**src/rtl/life_board_engine.sv**
```systemverilog
// Game-of-Life simulation core: WIDTH x HEIGHT board with a run-time birth/survive rule,
// row-wise host loading and N-generation runs that stop early once the board settles.
module life_board_engine #(
    parameter int WIDTH  = 8,
    parameter int HEIGHT = 8,
    parameter int WRAP   = 1,
    parameter int GEN_W  = 16
) (
    input  logic                      clk,
    input  logic                      rst,
    input  logic                      ena,
    input  logic                      wr_en,
    input  logic [$clog2(HEIGHT)-1:0] wr_row,
    input  logic [WIDTH-1:0]          wr_data,
    input  logic [8:0]                birth_mask,
    input  logic [8:0]                survive_mask,
    input  logic [GEN_W-1:0]          step_count,
    input  logic                      start,
    output logic                      busy,
    output logic                      done,
    output logic [WIDTH*HEIGHT-1:0]   board,
    output logic [GEN_W-1:0]          generation,
    output logic                      stable,
    output logic                      extinct
);

    localparam int CELLS = WIDTH * HEIGHT;

    typedef enum logic [1:0] {
        IDLE = 2'd0,
        RUN  = 2'd1,
        DONE = 2'd2
    } state_t;

    state_t             state_q, state_d;
    logic [CELLS-1:0]   board_q, board_d;
    logic [CELLS-1:0]   next_board;
    logic [GEN_W-1:0]   gen_q, gen_d;
    logic [GEN_W-1:0]   remaining_q, remaining_d;
    logic [8:0]         birth_q, birth_d;
    logic [8:0]         survive_q, survive_d;
    logic               stable_q, stable_d;

    // Neighbour positions are resolved at elaboration; without WRAP, off-grid taps tie to 0.
    for (genvar r = 0; r < HEIGHT; r++) begin : g_row
        for (genvar c = 0; c < WIDTH; c++) begin : g_col
            localparam int RU    = (r + HEIGHT - 1) % HEIGHT;
            localparam int RD    = (r + 1) % HEIGHT;
            localparam int CL    = (c + WIDTH - 1) % WIDTH;
            localparam int CR    = (c + 1) % WIDTH;
            localparam bit HAS_U = (WRAP != 0) || (r > 0);
            localparam bit HAS_D = (WRAP != 0) || (r < HEIGHT - 1);
            localparam bit HAS_L = (WRAP != 0) || (c > 0);
            localparam bit HAS_R = (WRAP != 0) || (c < WIDTH - 1);

            logic [7:0] nb;
            logic [3:0] count;

            assign nb[0] = (HAS_U && HAS_L) ? board_q[RU*WIDTH + CL] : 1'b0;
            assign nb[1] = HAS_U            ? board_q[RU*WIDTH + c]  : 1'b0;
            assign nb[2] = (HAS_U && HAS_R) ? board_q[RU*WIDTH + CR] : 1'b0;
            assign nb[3] = HAS_L            ? board_q[r*WIDTH + CL]  : 1'b0;
            assign nb[4] = HAS_R            ? board_q[r*WIDTH + CR]  : 1'b0;
            assign nb[5] = (HAS_D && HAS_L) ? board_q[RD*WIDTH + CL] : 1'b0;
            assign nb[6] = HAS_D            ? board_q[RD*WIDTH + c]  : 1'b0;
            assign nb[7] = (HAS_D && HAS_R) ? board_q[RD*WIDTH + CR] : 1'b0;

            always_comb begin
                count = '0;
                for (int k = 0; k < 8; k++) begin
                    count = count + {3'b000, nb[k]};
                end
            end

            assign next_board[r*WIDTH + c] = board_q[r*WIDTH + c] ? survive_q[count]
                                                                  : birth_q[count];
        end
    end

    always_ff @(posedge clk or negedge rst) begin
        if (!rst) begin
            state_q     <= IDLE;
            board_q     <= '0;
            gen_q       <= '0;
            remaining_q <= '0;
            birth_q     <= '0;
            survive_q   <= '0;
            stable_q    <= 1'b0;
        end else begin
            state_q     <= state_d;
            board_q     <= board_d;
            gen_q       <= gen_d;
            remaining_q <= remaining_d;
            birth_q     <= birth_d;
            survive_q   <= survive_d;
            stable_q    <= stable_d;
        end
    end

    always_comb begin
        state_d = state_q;
        case (state_q)
            IDLE: begin
                if (start) begin
                    state_d = (step_count == '0) ? DONE : RUN;
                end
            end
            RUN: begin
                if (ena && ((next_board == board_q) || (remaining_q == GEN_W'(1)))) begin
                    state_d = DONE;
                end
            end
            DONE:    state_d = IDLE;
            default: state_d = IDLE;
        endcase
    end

    // A settled board ends the run without counting a generation.
    always_comb begin
        board_d     = board_q;
        gen_d       = gen_q;
        remaining_d = remaining_q;
        birth_d     = birth_q;
        survive_d   = survive_q;
        stable_d    = stable_q;
        case (state_q)
            IDLE: begin
                if (wr_en && (int'(wr_row) < HEIGHT)) begin
                    board_d[int'(wr_row)*WIDTH +: WIDTH] = wr_data;
                    stable_d = 1'b0;
                end
                if (start) begin
                    birth_d     = birth_mask;
                    survive_d   = survive_mask;
                    remaining_d = step_count;
                end
            end
            RUN: begin
                if (ena) begin
                    if (next_board == board_q) begin
                        stable_d = 1'b1;
                    end else begin
                        board_d     = next_board;
                        gen_d       = gen_q + GEN_W'(1);
                        stable_d    = 1'b0;
                        remaining_d = remaining_q - GEN_W'(1);
                    end
                end
            end
            default: ;
        endcase
    end

    always_comb begin
        busy = (state_q == RUN);
        done = (state_q == DONE);
    end

    assign board      = board_q;
    assign generation = gen_q;
    assign stable     = stable_q;
    assign extinct    = (board_q == '0);

endmodule

```
**config.mk**
```make
export PLATFORM = sky130hd
export DESIGN_NAME = life_board_engine
export DESIGN_NICKNAME = d
export VERILOG_FILES = /design/src/rtl/life_board_engine.sv
export SDC_FILE = /design/constraint.sdc
export NUM_CORES = 1
export LEC_CHECK = 0
export ABC_CLOCK_PERIOD_IN_PS = 9000
export CAP_MARGIN = 5
export CORE_MARGIN = 4
export CORE_UTILIZATION = 40
export DETAILED_ROUTE_END_ITERATION = 10
export PLACE_DENSITY_LB_ADDON = 0.3
export SETUP_SLACK_MARGIN = 0.1
export SLEW_MARGIN = 0
export SYNTH_ARGS = -nofsm -noshare
export SYNTH_HDL_FRONTEND = slang
export SYNTH_SLANG_ARGS = --single-unit
```
**constraint.sdc**
```tcl
create_clock -name clk -period 9 [get_ports clk]
set_clock_uncertainty 0.1 [all_clocks]
set_input_delay 1.8 -clock clk [delete_from_list [all_inputs] [get_ports clk]]
set_output_delay 1.8 -clock clk [all_outputs]
set_load 0.02 [all_outputs]
```
==> results of run 1 <==
[worst paths after layout]
kind / startpoint / end
max: board[11]$_DFFE_PN0P_ / board[7]$_DFFE_PN0P_
max in group asynchronous: rst / board[18]$_DFFE_PN0P_
min reg2reg: generation[15]$_DFFE_PN0P_ / generation[15]$_DFFE_PN0P_
max reg2reg: board[11]$_DFFE_PN0P_ / board[7]$_DFFE_PN0P_
min in group asynchronous: rst / remaining_q[15]$_DFFE_PN0P_
min: generation[15]$_DFFE_PN0P_ / generation[15]$_DFFE_PN0P_
[Yosys cell counts (46+ instances only)]
master and count:
nor2_1 95, o21ai_0 46, mux2i_1 139, fa_1 255, nand4_1 48, inv_1 338, mux4_2 233, nand2_1 219
clkbuf_1 170, ha_1 215, xnor2_1 50, a21oi_1 121, nand3_1 71, dfrtp_1 117
[flip-flops by register name (all words and copies together) (netlist names)]
name,flops
state_q,2
remaining_q,16
generation,16
stable,1
board,64
survive_q,9
birth_q,9
[worst max-delay path: stages, from the launching register on]
cell,delay [ns]
dfrtp_1,0.83
inv_1,0.48
fa_1,0.66
fa_1,0.44
fa_1,0.49
inv_1,0.04
ha_1,0.20
fa_1,0.77
mux2_2,0.39
o311ai_0,0.53
nor3_1,0.36
a2111oi_0,0.58
and4_1,0.30
nand4_1,0.09
or4_1,0.80
nand2_4,0.45
nand2_2,0.32
mux2_1,0.42
[routing by layer]
metal  GRT usage [%]  up-vias  wire (µm)
met5               0        -         71
met4            21.7       10      10400
met3            12.1      652      19300
met2            51.6     2279      56600
met1            46.9    13598      50000
li1                -    10622          -
[per-stage QoR]
stage | worst slack (ns) | hold WS [ns]
CTS | 0.804 | 0.373
detailed placement | 0.813 | 0.360
finish | 0.601 | 0.370
global route | 0.409 | 0.399
floorplan | 2.58 | 0.385
global placement | 0.938 | 0.357
[logic make-up after synthesis]
logic type	after synthesis	share of synthesized area, %
DFF	117	10.4
muxes	420	25.6
and+or+nand+nor	687	12.6
buffers and inverters	560	7.74
adders and majority gates	470	27.7
AOI/OAI and AO/OA	534	13.5
xor gates and xnor gates	80	2.52
[final cells by class]
cell class | count | area, µm²
diodes | 3 | 7.51
clock buffers | 18 | 439
clock inverters | 14 | 200
fillers | 6663 | 38000
inverters | 340 | 1280
multi-input cells | 2191 | 23000
flip-flops and latches | 117 | 2950
well taps | 931 | 1160
repair buffers | 238 | 2150
==> results.ini, run 1 <==
[finish]
mostFrequentLayoutCells = 337 x inv_1, 255 x fa_1, 233 x mux4_2, 219 x nand2_1, 215 x ha_1
utilization_pct = 45.1
finish.instance_area_um2 = 31200
num-nets-final = 3425
drive_gt1_share_pct = 15.8
stdcell_count = 3852
area_growth_pct = 11.0
final_common_cell = inv_1

[clock_tree]
cts_tree = built
hold_buffers = 0
cts_setup_buffers = 0
clk_latency_ns = 0.48
root_buffer = clkbuf_16
clock-sinks = 117
clk_pin_slew_ns = 0.07
h-tree-depth = 4
cts_resized = 0
cts_buffers = 17
cts_buffer_depth = 2

[sta]
tns_ns = 0
timing.final.crit_share_pct = 93.3
rsz0062_at_grt = false
tightest_slew_ns = 1.39
slew_headroom_pct = 6.78
min_period_ns = 8.40
maxSlewViolCount = 0
hold_violations = 0
setup_viol = 0
timing.fmax_mhz = 119

[synth]
ys.flop_type = dfrtp_1
synthCells = 2868
yosysTopAreaCell = mux4_2
synth.top_cell.area_share_pct = 18.6
synth_area_leaders = mux4_2 19%, fa_1 18%, dfrtp_1 10%, ha_1 9.6%, mux2i_1 4.9%
avgSynthCellArea_um2 = 9.81
synth_cell_types = 97
seq_area_frac_synth_pct = 10.4
synth.cell_area_um2 = 28100
synth-seq-cells = 117
async_reset_ff_share_pct = 100
syn_nets = 3388
synth_edf_count = 0
ys.warnings.count = 0

[global_routing]
antenna_found_initial = 9
overflow = 0
grt_pass1_vias = 26786
grt_usage_pct = 35.9
grt_max_degree = 66
grt_pass1_wl_mm = 194

[drt]
ant_nets = 0
drc = 0
firstDrtPassIters = 6
post_drt_wl_per_cell_um = 35.4
via_per_inst = 7.05
first_iter_violations = 4030
drt-total-wl_mm = 136
vias = 27161

[die]
die_x_um = 273
die_area_um2 = 74700
initial_core_util_pct = 40.7
core.rowCount = 96
core_um2 = 69200
die_h_um = 273
io-pin-count = 134

[min_path]
hold_depth = 1
worstHoldPathType = register to register

[run]
max_cap_violations = 0

[placement]
gp_congestion = 1.07
dp_cells = 3817
numPortBuffers = 133
place_area_um2 = 30600
dp_hpwl_mm = 97.3

[worst_setup_path]
end_kind = register
start_kind = register
path_max_fanout = 21
arrival_ns = 8.66
reg2reg_depth = 17
r2r_slack_ns = 0.60
cp_data_required_time_ns = 9.26
critical_path_class = register to register

[status]
status = finished clean

Power of run 1 is not shown: default switching activity piles up to over one toggle a cycle in this logic, so the estimate is an artifact.
==> run 2: changes to the inputs <==
--- a/config.mk
+++ b/config.mk
@@ -12,7 +12,9 @@
 export DETAILED_ROUTE_END_ITERATION = 10
 export PLACE_DENSITY_LB_ADDON = 0.3
 export SETUP_SLACK_MARGIN = 0.1
+export SKIP_LAST_GASP = 1
 export SLEW_MARGIN = 0
 export SYNTH_ARGS = -nofsm -noshare
 export SYNTH_HDL_FRONTEND = slang
 export SYNTH_SLANG_ARGS = --single-unit
+export TNS_END_PERCENT = 20
==> results of run 2 <==
No change in the layout: final DEF, timing and power equal those of run 1.
Power of run 2 is left out for the same reason.
